<file path="src/rtl/tetris_move_sched_if.sv">
// Command handshake between the move scheduler and the game core.
// master = scheduler (issues commands), slave = core (accepts them).
interface tetris_move_sched_if;
  logic       cmd_valid;
  logic       cmd_ready;
  logic [2:0] cmd_op;

  modport master (output cmd_valid, output cmd_op, input cmd_ready);
  modport slave  (input cmd_valid, input cmd_op, output cmd_ready);
endinterface

</file>
<file path="src/rtl/tetris_move_sched.sv">
// Input and gravity scheduler for the tetris core: merges button edges,
// horizontal auto-repeat and the gravity timer into a single stream of
// move commands, one in flight at a time.
module tetris_move_sched #(
  parameter int unsigned GRAV_PERIOD  = 50000000,
  parameter int unsigned GRAV_STEP    = 3000000,
  parameter int unsigned GRAV_MIN     = 5000000,
  parameter int unsigned REPEAT_DELAY = 20000000,
  parameter int unsigned REPEAT_RATE  = 5000000,
  parameter int unsigned CW           = 32
) (
  input  logic                       Clk,
  input  logic                       Reset,
  input  logic                       Enable,
  input  logic                       Left,
  input  logic                       Right,
  input  logic                       Rot,
  input  logic                       Drop,
  input  logic [3:0]                 Level,
  input  logic                       Landed,
  tetris_move_sched_if.master        cmd,
  output logic                       busy
);

  typedef enum logic [1:0] {S_IDLE, S_RUN, S_WAIT} state_t;
  typedef enum logic [2:0] {
    OP_NONE  = 3'd0,
    OP_LEFT  = 3'd1,
    OP_RIGHT = 3'd2,
    OP_ROT   = 3'd3,
    OP_DOWN  = 3'd4,
    OP_DROP  = 3'd5
  } op_t;

  state_t        state_q, state_d;
  op_t           op_q, op_d, win;
  logic          valid_q, valid_d;
  logic [CW-1:0] grav_q, grav_d, grav_next;
  logic [CW-1:0] rep_l_q, rep_l_d, rep_l_n;
  logic [CW-1:0] rep_r_q, rep_r_d, rep_r_n;
  logic          pend_l_q, pend_l_d, pend_r_q, pend_r_d;
  logic          pend_rot_q, pend_rot_d, pend_drop_q, pend_drop_d;
  logic          pend_down_q, pend_down_d;
  logic [2:0]    starve_q, starve_d;
  logic          left_q, right_q, rot_q, drop_q;

  logic [CW-1:0] prod, period, per_m1;
  logic          conflict, grav_hit, fire_l, fire_r, edge_rot, edge_drop;

  // Effective gravity period for the current level, floored at GRAV_MIN.
  always_comb begin
    prod = {{(CW-4){1'b0}}, Level} * CW'(GRAV_STEP);
    if (prod >= CW'(GRAV_PERIOD))
      period = CW'(GRAV_MIN);
    else if ((CW'(GRAV_PERIOD) - prod) < CW'(GRAV_MIN))
      period = CW'(GRAV_MIN);
    else
      period = CW'(GRAV_PERIOD) - prod;
    per_m1 = period - CW'(1);
  end

  // Event sources: gravity wrap, button edges and Left/Right auto-repeat.
  // The repeat counters count down; reaching 1 fires and reloads REPEAT_RATE,
  // 0 means disarmed (after a Left+Right conflict until re-press).
  always_comb begin
    conflict  = Left & Right;
    grav_hit  = (grav_q >= per_m1);
    grav_next = grav_hit ? '0 : grav_q + CW'(1);
    edge_rot  = Rot & ~rot_q;
    edge_drop = Drop & ~drop_q;

    fire_l  = 1'b0;
    rep_l_n = '0;
    if (Left && !conflict) begin
      if (!left_q) begin
        fire_l  = 1'b1;
        rep_l_n = CW'(REPEAT_DELAY);
      end else if (rep_l_q == CW'(1)) begin
        fire_l  = 1'b1;
        rep_l_n = CW'(REPEAT_RATE);
      end else if (rep_l_q != '0) begin
        rep_l_n = rep_l_q - CW'(1);
      end
    end

    fire_r  = 1'b0;
    rep_r_n = '0;
    if (Right && !conflict) begin
      if (!right_q) begin
        fire_r  = 1'b1;
        rep_r_n = CW'(REPEAT_DELAY);
      end else if (rep_r_q == CW'(1)) begin
        fire_r  = 1'b1;
        rep_r_n = CW'(REPEAT_RATE);
      end else if (rep_r_q != '0) begin
        rep_r_n = rep_r_q - CW'(1);
      end
    end
  end

  // Fixed-priority arbitration with the gravity anti-starvation override.
  always_comb begin
    win = OP_NONE;
    if (pend_down_q && (starve_q >= 3'd4)) win = OP_DOWN;
    else if (pend_drop_q)                  win = OP_DROP;
    else if (pend_rot_q)                   win = OP_ROT;
    else if (pend_l_q)                     win = OP_LEFT;
    else if (pend_r_q)                     win = OP_RIGHT;
    else if (pend_down_q)                  win = OP_DOWN;
  end

  // Next-state: issue/handshake FSM, then pend-flag merge and Landed override.
  // The winner's flag is cleared before new events are ORed in, so an event
  // of the same kind arriving in the issue cycle is kept for the next issue.
  always_comb begin
    state_d     = state_q;
    valid_d     = valid_q;
    op_d        = op_q;
    grav_d      = grav_next;
    rep_l_d     = rep_l_n;
    rep_r_d     = rep_r_n;
    pend_l_d    = pend_l_q;
    pend_r_d    = pend_r_q;
    pend_rot_d  = pend_rot_q;
    pend_drop_d = pend_drop_q;
    pend_down_d = pend_down_q;
    starve_d    = starve_q;

    case (state_q)
      S_RUN: begin
        if (!Enable) begin
          state_d = S_IDLE;
        end else if (win != OP_NONE) begin
          state_d = S_WAIT;
          valid_d = 1'b1;
          op_d    = win;
          case (win)
            OP_LEFT:  pend_l_d    = 1'b0;
            OP_RIGHT: pend_r_d    = 1'b0;
            OP_ROT:   pend_rot_d  = 1'b0;
            OP_DROP:  pend_drop_d = 1'b0;
            OP_DOWN:  pend_down_d = 1'b0;
            default:  ;
          endcase
          if (win == OP_DOWN || !pend_down_q) starve_d = '0;
          else                                starve_d = starve_q + 3'd1;
        end
      end
      S_WAIT: begin
        if (valid_q && cmd.cmd_ready) begin
          valid_d = 1'b0;
          op_d    = OP_NONE;
          state_d = Enable ? S_RUN : S_IDLE;
        end
      end
      default: begin
        if (Enable) state_d = S_RUN;
      end
    endcase

    if (state_q == S_IDLE) begin
      grav_d      = '0;
      rep_l_d     = '0;
      rep_r_d     = '0;
      pend_l_d    = 1'b0;
      pend_r_d    = 1'b0;
      pend_rot_d  = 1'b0;
      pend_drop_d = 1'b0;
      pend_down_d = 1'b0;
      starve_d    = '0;
      valid_d     = 1'b0;
      op_d        = OP_NONE;
    end else begin
      pend_l_d    = pend_l_d    | fire_l;
      pend_r_d    = pend_r_d    | fire_r;
      pend_rot_d  = pend_rot_d  | edge_rot;
      pend_drop_d = pend_drop_d | edge_drop;
      pend_down_d = pend_down_d | grav_hit;
      if (Landed) begin
        grav_d      = '0;
        pend_down_d = 1'b0;
        pend_drop_d = 1'b0;
        starve_d    = '0;
      end
    end
  end

  // State, counters, pend flags and button edge registers.
  always_ff @(posedge Clk or negedge Reset) begin
    if (!Reset) begin
      state_q     <= S_IDLE;
      valid_q     <= 1'b0;
      op_q        <= OP_NONE;
      grav_q      <= '0;
      rep_l_q     <= '0;
      rep_r_q     <= '0;
      pend_l_q    <= 1'b0;
      pend_r_q    <= 1'b0;
      pend_rot_q  <= 1'b0;
      pend_drop_q <= 1'b0;
      pend_down_q <= 1'b0;
      starve_q    <= '0;
      left_q      <= 1'b0;
      right_q     <= 1'b0;
      rot_q       <= 1'b0;
      drop_q      <= 1'b0;
    end else begin
      state_q     <= state_d;
      valid_q     <= valid_d;
      op_q        <= op_d;
      grav_q      <= grav_d;
      rep_l_q     <= rep_l_d;
      rep_r_q     <= rep_r_d;
      pend_l_q    <= pend_l_d;
      pend_r_q    <= pend_r_d;
      pend_rot_q  <= pend_rot_d;
      pend_drop_q <= pend_drop_d;
      pend_down_q <= pend_down_d;
      starve_q    <= starve_d;
      left_q      <= Left;
      right_q     <= Right;
      rot_q       <= Rot;
      drop_q      <= Drop;
    end
  end

  assign cmd.cmd_valid = valid_q;
  assign cmd.cmd_op    = op_q;
  assign busy          = (state_q == S_WAIT);

endmodule

</file>
<file path="src/flat_wrapper.sv">
// flat-port wrapper written by rule: the top's interface ports become plain ports
module tetris_move_sched_flat 
#(
  parameter int unsigned GRAV_PERIOD  = 50000000,
  parameter int unsigned GRAV_STEP    = 3000000,
  parameter int unsigned GRAV_MIN     = 5000000,
  parameter int unsigned REPEAT_DELAY = 20000000,
  parameter int unsigned REPEAT_RATE  = 5000000,
  parameter int unsigned CW           = 32
)
  (Clk, Reset, Enable, Left, Right, Rot, Drop, Level, Landed, busy, cmd_cmd_valid, cmd_cmd_op, cmd_cmd_ready);
  tetris_move_sched_if cmd_i ();
  input  logic Clk;
  input  logic Reset;
  input  logic Enable;
  input  logic Left;
  input  logic Right;
  input  logic Rot;
  input  logic Drop;
  input  logic [3:0] Level;
  input  logic Landed;
  output logic busy;
  output wire logic [$bits(cmd_i.cmd_valid)-1:0] cmd_cmd_valid;
  output wire logic [$bits(cmd_i.cmd_op)-1:0] cmd_cmd_op;
  input wire logic [$bits(cmd_i.cmd_ready)-1:0] cmd_cmd_ready;
  assign cmd_cmd_valid = cmd_i.cmd_valid;
  assign cmd_cmd_op = cmd_i.cmd_op;
  assign cmd_i.cmd_ready = cmd_cmd_ready;
  tetris_move_sched #(.GRAV_PERIOD(GRAV_PERIOD), .GRAV_STEP(GRAV_STEP), .GRAV_MIN(GRAV_MIN), .REPEAT_DELAY(REPEAT_DELAY), .REPEAT_RATE(REPEAT_RATE), .CW(CW)) u_core (.Clk(Clk), .Reset(Reset), .Enable(Enable), .Left(Left), .Right(Right), .Rot(Rot), .Drop(Drop), .Level(Level), .Landed(Landed), .cmd(cmd_i), .busy(busy));
endmodule
</file>
<file path="config.mk">
export PLATFORM = sky130hd
export DESIGN_NAME = tetris_move_sched_flat
export DESIGN_NICKNAME = d
export VERILOG_FILES = /design/src/rtl/tetris_move_sched_if.sv /design/src/rtl/tetris_move_sched.sv /design/src/flat_wrapper.sv
export SDC_FILE = /design/constraint.sdc
export NUM_CORES = 1
export LEC_CHECK = 0
export ABC_AREA = 1
export CAP_MARGIN = 0
export CORE_MARGIN = 2
export CORE_UTILIZATION = 48
export CTS_BUF_LIST = sky130_fd_sc_hd__clkbuf_2
export DETAILED_ROUTE_END_ITERATION = 16
export MAX_ROUTING_LAYER = met4
export PLACE_DENSITY = 0.71
export SKIP_LAST_GASP = 1
export SLEW_MARGIN = 20
export SYNTH_ARGS = -nofsm -noshare
export SYNTH_HDL_FRONTEND = slang
export SYNTH_SLANG_ARGS = --single-unit
</file>
<file path="constraint.sdc">
create_clock -name Clk -period 3.49 [get_ports Clk]
set_input_delay 0.5235 -clock Clk [delete_from_list [all_inputs] [get_ports Clk]]
set_output_delay 0.5235 -clock Clk [all_outputs]
set_load 0.01 [all_outputs]
</file>
=== Word level (Yosys, flattened, before mapping) ===
Index checks and enable logic that the tools add are counted.

* Logic and storage cells: 146
* Flip-flop bits (word level): 114
* Input bits: 13
* Output and inout port bits: 5

* Reduce and logical (&&, ||, !) cells: 19
* Bitwise logic cells: 10
* Multiply operators: 1
* Multiplexer cells: 76
* Order comparisons: 4
* Add/subtract/negate cells: 6
* Equal/unequal tests: 14

{| class="wikitable"
|+ Operator list
! kind !! count
|-
| 32-bit 2-to-1 mux || 15
|-
| 32-bit by 1-bit subtractor with 32-bit output, second input constant || 3
|-
| 32-bit by 1-bit == test with 1-bit output, second input constant || 2
|-
| 32-bit nonzero test || 2
|-
| 3-bit 2-to-1 mux || 16
|-
| 1-bit 2-to-1 mux || 38
|-
| 32-bit by 1-bit adder with 32-bit output, second input constant || 1
|-
| 32-bit >= comparator || 1
|-
| 32-bit by 23-bit less-than comparator with 1-bit output, second input constant || 1
|-
| 26-bit by 26-bit subtractor with 27-bit output, first input constant || 1
|-
| 26-bit >= comparator, second input constant || 1
|-
| 4-bit by 16-bit multiplier with 20-bit output, second input constant || 1
|-
| 3-bit nonzero test || 6
|-
| 2-bit 2-to-1 mux || 4
|-
| 3-bit by 2-bit == test with 1-bit output, second input constant || 2
|-
| 3-bit == test, second input constant || 2
|-
| 3-bit by 1-bit != test with 1-bit output, second input constant || 2
|-
| 3-bit by 2-bit != test with 1-bit output, second input constant || 2
|-
| 3-bit one-hot mux with 2 select lines || 1
|-
| 3-bit AND reduction || 2
|-
| 1-bit OR || 5
|-
| 1-bit logical AND || 4
|-
| 2-bit one-hot mux with 2 select lines || 1
|-
| 4-bit AND reduction || 1
|-
| 12 further kinds || 16
|}

=== Logic depth before layout (Yosys ltp) ===
* Depth in word-level cells: 14
* Mapped depth: 43

=== Least setup slack after synthesis ===
OpenSTA, ideal clock, no wires.

* Kind: in2reg
* Start point: input Level[2]
* End point: register u_core.grav_q[29]
* Stages on the path: 42
* Arrival time: 5.343 ns
* Buffers on the path: 2
* Setup slack: -1.939 ns
* Cell sequence: inv_1 -> ha_1 -> xnor2_1 -> ha_1 -> or2_2 -> ha_1 -> nand3_1 -> nand2_1 -> nand2_1 -> nand2_2 -> nand2_2 -> nand2_1 -> nor2_4 -> nand3_2 -> nand3_2 -> nand2_1 -> nand2_1 -> nand2_2 -> [... 6 more ...] -> nand2_2 -> nor2_2 -> nand2_1 -> nor2_1 -> nand2_1 -> nand2_1 -> nand2_1 -> ha_1 -> a21oi_1 -> nor2_1 -> a211oi_1 -> o221ai_1 -> a21oi_1 -> nand2_1 -> inv_1 -> nand2_1 -> clkbuf_1 -> nor3_1

* Word-level cells in the longest chain between the ends: 10
* Elaborated cells between the ends (all ways): 11
* Those cells by class: 2 x add/sub; 1 x mul; 3 x order compare; 5 x mux

{| class="wikitable"
|+ RTL lines
! element !! line !! RTL
|-
| start: declaration || flat_wrapper.sv:20 || <nowiki>input logic [3:0] Level;</nowiki>
|-
| 4-bit by 16-bit multiplier with 20-bit output (*) || tetris_move_sched.sv:52 || <nowiki>prod = {{(CW-4){1'b0}}, Level} * CW'(GRAV_STEP);</nowiki>
|-
| 26-bit by 26-bit subtractor with 27-bit output || tetris_move_sched.sv:55, tetris_move_sched.sv:58 ||
|-
| 32-bit by 23-bit less-than comparator with 1-bit output || tetris_move_sched.sv:55 || <nowiki>else if ((CW'(GRAV_PERIOD) - prod) < CW'(GRAV_MIN))</nowiki>
|-
| 32-bit 2-to-1 mux || tetris_move_sched.sv:55 ||
|-
| 32-bit 2-to-1 mux (*) || tetris_move_sched.sv:53 || <nowiki>if (prod >= CW'(GRAV_PERIOD))</nowiki>
|-
| 32-bit by 1-bit subtractor with 32-bit output (*) || tetris_move_sched.sv:59 || <nowiki>per_m1 = period - CW'(1);</nowiki>
|-
| 32-bit >= comparator (*) || tetris_move_sched.sv:67 || <nowiki>grav_hit = (grav_q >= per_m1);</nowiki>
|-
| 32-bit 2-to-1 mux (*) || tetris_move_sched.sv:68 || <nowiki>grav_next = grav_hit ? '0 : grav_q + CW'(1);</nowiki>
|-
| 32-bit 2-to-1 mux (*) || tetris_move_sched.sv:179 || <nowiki>if (Landed) begin</nowiki>
|-
| 32-bit 2-to-1 mux (*) || tetris_move_sched.sv:161 || <nowiki>if (state_q == S_IDLE) begin</nowiki>
|-
| named net u_core.grav_d[29] || tetris_move_sched.sv:38 || <nowiki>logic [CW-1:0] grav_q, grav_d, grav_next;</nowiki>
|-
| end signal: assignment || tetris_move_sched.sv:211 || <nowiki>grav_q <= grav_d;</nowiki>
|-
| end: declaration || tetris_move_sched.sv:38 ||
|}

Mark *: on every way through the listed nets, which the timed path passes. The rest lies on a longest branch.
A chain may end at the register's enable or synchronous reset.

=== Worst setup path after layout ===
* Start point: input Level[2]
* End point: register u_core.grav_q[19]

Same word-level chain as after synthesis.

==> flow_metrics.tcl <==
set metrics [dict create \
    ys_types 51 \
    async_flop_share_pct 100 \
    drc 0 \
    violations "negative setup slack" \
    clk_transition_reported_paths_ns 0.17 \
    synth_edf_count 0 \
    synth_top_family_by_area "simple AND/OR/NAND/NOR gates" \
    ir_worst_vdd_v 0.000352 \
    io_buffers 17 \
    status "complete, but fails checks" \
    cap_viol_max_count 0 \
    syn-cell-area_mm2 0.00930 \
    syn_avg_cell_area_um2 6.96 \
    fmax_mhz 194 \
    wire_per_inst_um 13.4 \
    cp_common_cell "buf_4" \
    ys_ff_latch 114 \
    clk_latency_ns 0.67 \
    vias 9292 \
    fin_util_pct 66.6 \
    nNetsFinal 1635 \
    grt_max_degree 67 \
    yosys_warnings 0 \
    rows 50 \
    reg2regPathDepth 16 \
    hpwl_mm 17.5 \
    cts_buffers 17 \
    cp-end-kind "flop" \
    avgViaCountPerCell 5.09 \
    drive_above_1_share_pct 29.1 \
    worstPathRequired_ns 4.07 \
    synth_nets 1420 \
    drt-initial-drc-count 483 \
    synth-simple-area-share_pct 37.5 \
    regToRegSetupSlack_ns 0.47 \
    hold_depth 1 \
    gp_congestion 0.944 \
    antennaDiodeCount 0 \
    hold_path.class "input pin to flop" \
    fin_ws_ns -1.67 \
    max_stage_delay_ns 0.33 \
    drtAntennaViolNets 0 \
    start_kind "input pin" \
    synthMuxAreaShare_pct 0 \
    design.core.area_mm2 0.0188 \
    cts.sinks 114 \
    antenna_found_initial 0 \
    area_growth_pct 34.8 \
    rsz0062_at_grt "true" \
    setup_violations 33 \
    track_usage_pct 25.1 \
    dpl.cell_count 1748 \
    max_slew.worst_pin.slew_ns 0.849 \
    cts_buffer_depth 2 \
    die_w_um 143 \
    die_area_mm2 0.0205 \
    cts_max_level 4 \
    synth-main-ff-cell "dfrtp_1" \
    p_per_area_mw_per_mm2 773 \
    yosys.area_share.xor_xnor_pct 7.41 \
    cp_max_fo 7 \
    slew_violations 0 \
    first_pass_iters 6 \
    synth.top_cell.area_share_pct 30.7 \
    holdCritStartpoint "Right" \
    synth-compound-area-share_pct 6.50 \
    cp.arrival_ns 5.74 \
    grt_first_pass_wirelength_mm 41.0 \
    syn_inst 1336 \
    grt_pass1_vias 9179 \
    synthTopCellsByArea "dfrtp_1, nand2_1, ha_1, nor2_1, inv_1" \
    post-route-period-util_pct 148 \
    wl_mm 24.5 \
    dp_slack_ns -2.98 \
    yosysSeqAreaShare_pct 30.7 \
    fin_skew_ns 0.0407 \
    cpMaxStageDelayCell "ha_4" \
    crit_type "input pin to flop" \
    synth_fa_ha_area_share_pct 9.80 \
    reg2reg_to "u_core.rep_l_q[25]$_DFF_PN0_" \
    hold_viol_final 0 \
    ios 18 \
    die_h_um 143 \
    root_buffer "clkbuf_2" \
    grt_remaining_overflow 0 \
    fin_crit_ns 5.16 \
    netlist.top_cell.by_area "dfrtp_1" \
    hold-path-endpoint "u_core.right_q$_DFF_PN0_" \
    r2r-start "u_core.rep_l_q[2]$_DFF_PN0_" \
    start_util_pct 49.4 \
    finalNonFillerCells 1824 \
    slew-limit-headroom_pct 43.4 \
    p_leak_nw 6.40 \
    cts_tree "built" \
]
layout make-up:
| type | count | area, um^2 |
|---|---|---|
| clock inverter | 12 | 211 |
| fill | 1551 | 6300 |
| inverter | 187 | 713 |
| tap | 260 | 325 |
| timing repair buffer | 205 | 1720 |
| sequential | 114 | 2850 |
| multi-input combinational | 1026 | 6620 |
| clock buffer | 20 | 100 |
placed cells by master, fill, tap and decap left out, types with 4 or more instances in the layout:
cell type,instances
ha_4,15
o21ai_0,17
o21ai_1,4
nor2_4,30
nor4_1,11
bufinv_16,6
nor3_2,5
nand3_1,70
nand2_4,20
ha_1,48
dfrtp_1,114
a21oi_1,59
nand3b_1,7
inv_2,23
nand3_2,17
nand2_1,258
or3_1,4
buf_6,11
nand2_2,52
nor2_2,20
nor3b_2,4
clkbuf_2,20
nor3_1,29
a21oi_2,8
clkinv_2,4
buf_4,173
xor2_1,49
inv_1,161
xnor2_1,23
nand4_1,27
ha_2,5
clkdlybuf4s50_1,12
nand3_4,10
nor2_1,188
buf_12,5
power breakdown:
part | internal [W] | switching [W] | total (W)
clock network | 0.000616 | 0.000510 | 0.00113
registers | 0.00151 | 0.000177 | 0.00169
logic | 0.00288 | 0.00399 | 0.00687
total | 0.00501 | 0.00467 | 0.00968
metal layers:
layer | part of all wire, % | global-route usage [%] | up-vias | wire (um)
met4 | 2.1 | 7.09 | 0 | 524
met3 | 3.0 | 3.45 | 53 | 746
met1 | 45 | 30.9 | 4335 | 10900
met2 | 50 | 42.9 | 175 | 12300
met5 | 0 | - | - | 0
li1 | - | - | 4729 | -
sequential cells by signal, summed over array words and instances, names as in the netlist:
signal / cells
u_core.pend_r_q: 1
u_core.pend_l_q: 1
u_core.cmd.cmd_valid: 1
u_core.rep_r_q: 32
u_core.pend_drop_q: 1
u_core.drop_q: 1
u_core.left_q: 1
u_core.cmd.cmd_op: 3
u_core.state_q: 2
u_core.pend_rot_q: 1
u_core.rep_l_q: 32
u_core.grav_q: 32
u_core.right_q: 1
u_core.pend_down_q: 1
u_core.starve_q: 3
u_core.rot_q: 1
cell usage after synthesis (3+ instances only):
library cell / count
o211ai_1: 3
or3_1: 4
xnor2_1: 24
clkbuf_1: 5
and3_1: 3
nor3_1: 34
nand4_1: 27
nand3_1: 88
nand3_2: 8
nor2_2: 14
inv_1: 177
nor3b_1: 6
dfrtp_1: 114
xor2_1: 51
nand3b_1: 7
inv_2: 8
nor2_1: 216
o21ai_0: 21
o21a_1: 3
ha_1: 68
nand2_4: 3
nand2_2: 25
or2_2: 3
nor4_1: 11
nor2_4: 8
a21oi_1: 67
fa_1: 3
nand2_1: 303
how the worst max path moves through the flow:
stage	startpoint	to	slack [ns]
floorplan	Level[1]	u_core.grav_q[29]$_DFF_PN0_	-1.56
global placement	Level[1]	u_core.grav_q[6]$_DFF_PN0_	-2.82
detailed placement	Level[1]	u_core.grav_q[6]$_DFF_PN0_	-2.98
CTS	Level[2]	u_core.grav_q[19]$_DFF_PN0_	-1.70
global route	Level[2]	u_core.grav_q[19]$_DFF_PN0_	-1.92
finish	Level[2]	u_core.grav_q[19]$_DFF_PN0_	-1.67
metrics by stage:
stage	TNS, ns	cell area [um^2]	hold WS, ns	total power [W]
after global placement	-90.63	11000	0.452	0.00744
after global routing	-60.44	12500	0.289	0.0106
final	-51.50	12500	0.351	0.00968
after detailed placement	-94.87	11000	0.450	0.00757
after CTS	-53.39	12000	0.304	0.00922
after floorplan	-48.24	9470	0.228	0.00587
critical path, delay by kind of cell:
kind	cells	cell delay, ns
AND/OR/NAND/NOR	22	2.15
buffers and inverters	13	1.58
adder cells (fa/ha/maj)	4	1.04
AO/OA/AOI/OAI	2	0.28
XOR/XNOR	1	0.13
what timing repair did:
item,4_1_cts,5_1_grt
pin swaps,65,85
gates resized for setup,100,122
endpoints found under the setup margin,33,34
hold buffers,1,0
buffers inserted,35,11
endpoints found under the hold margin,65,0
cloned,2,0
cell families after synthesis:
logic type | after synthesis
and+or+nand+nor | 768
AOI/OAI and AO/OA | 110
DFF | 114
adders and majority gates | 71
xor gates and xnor gates | 77
buffers and inverters | 196
Note: power is estimated with default switching activity, not from simulation.
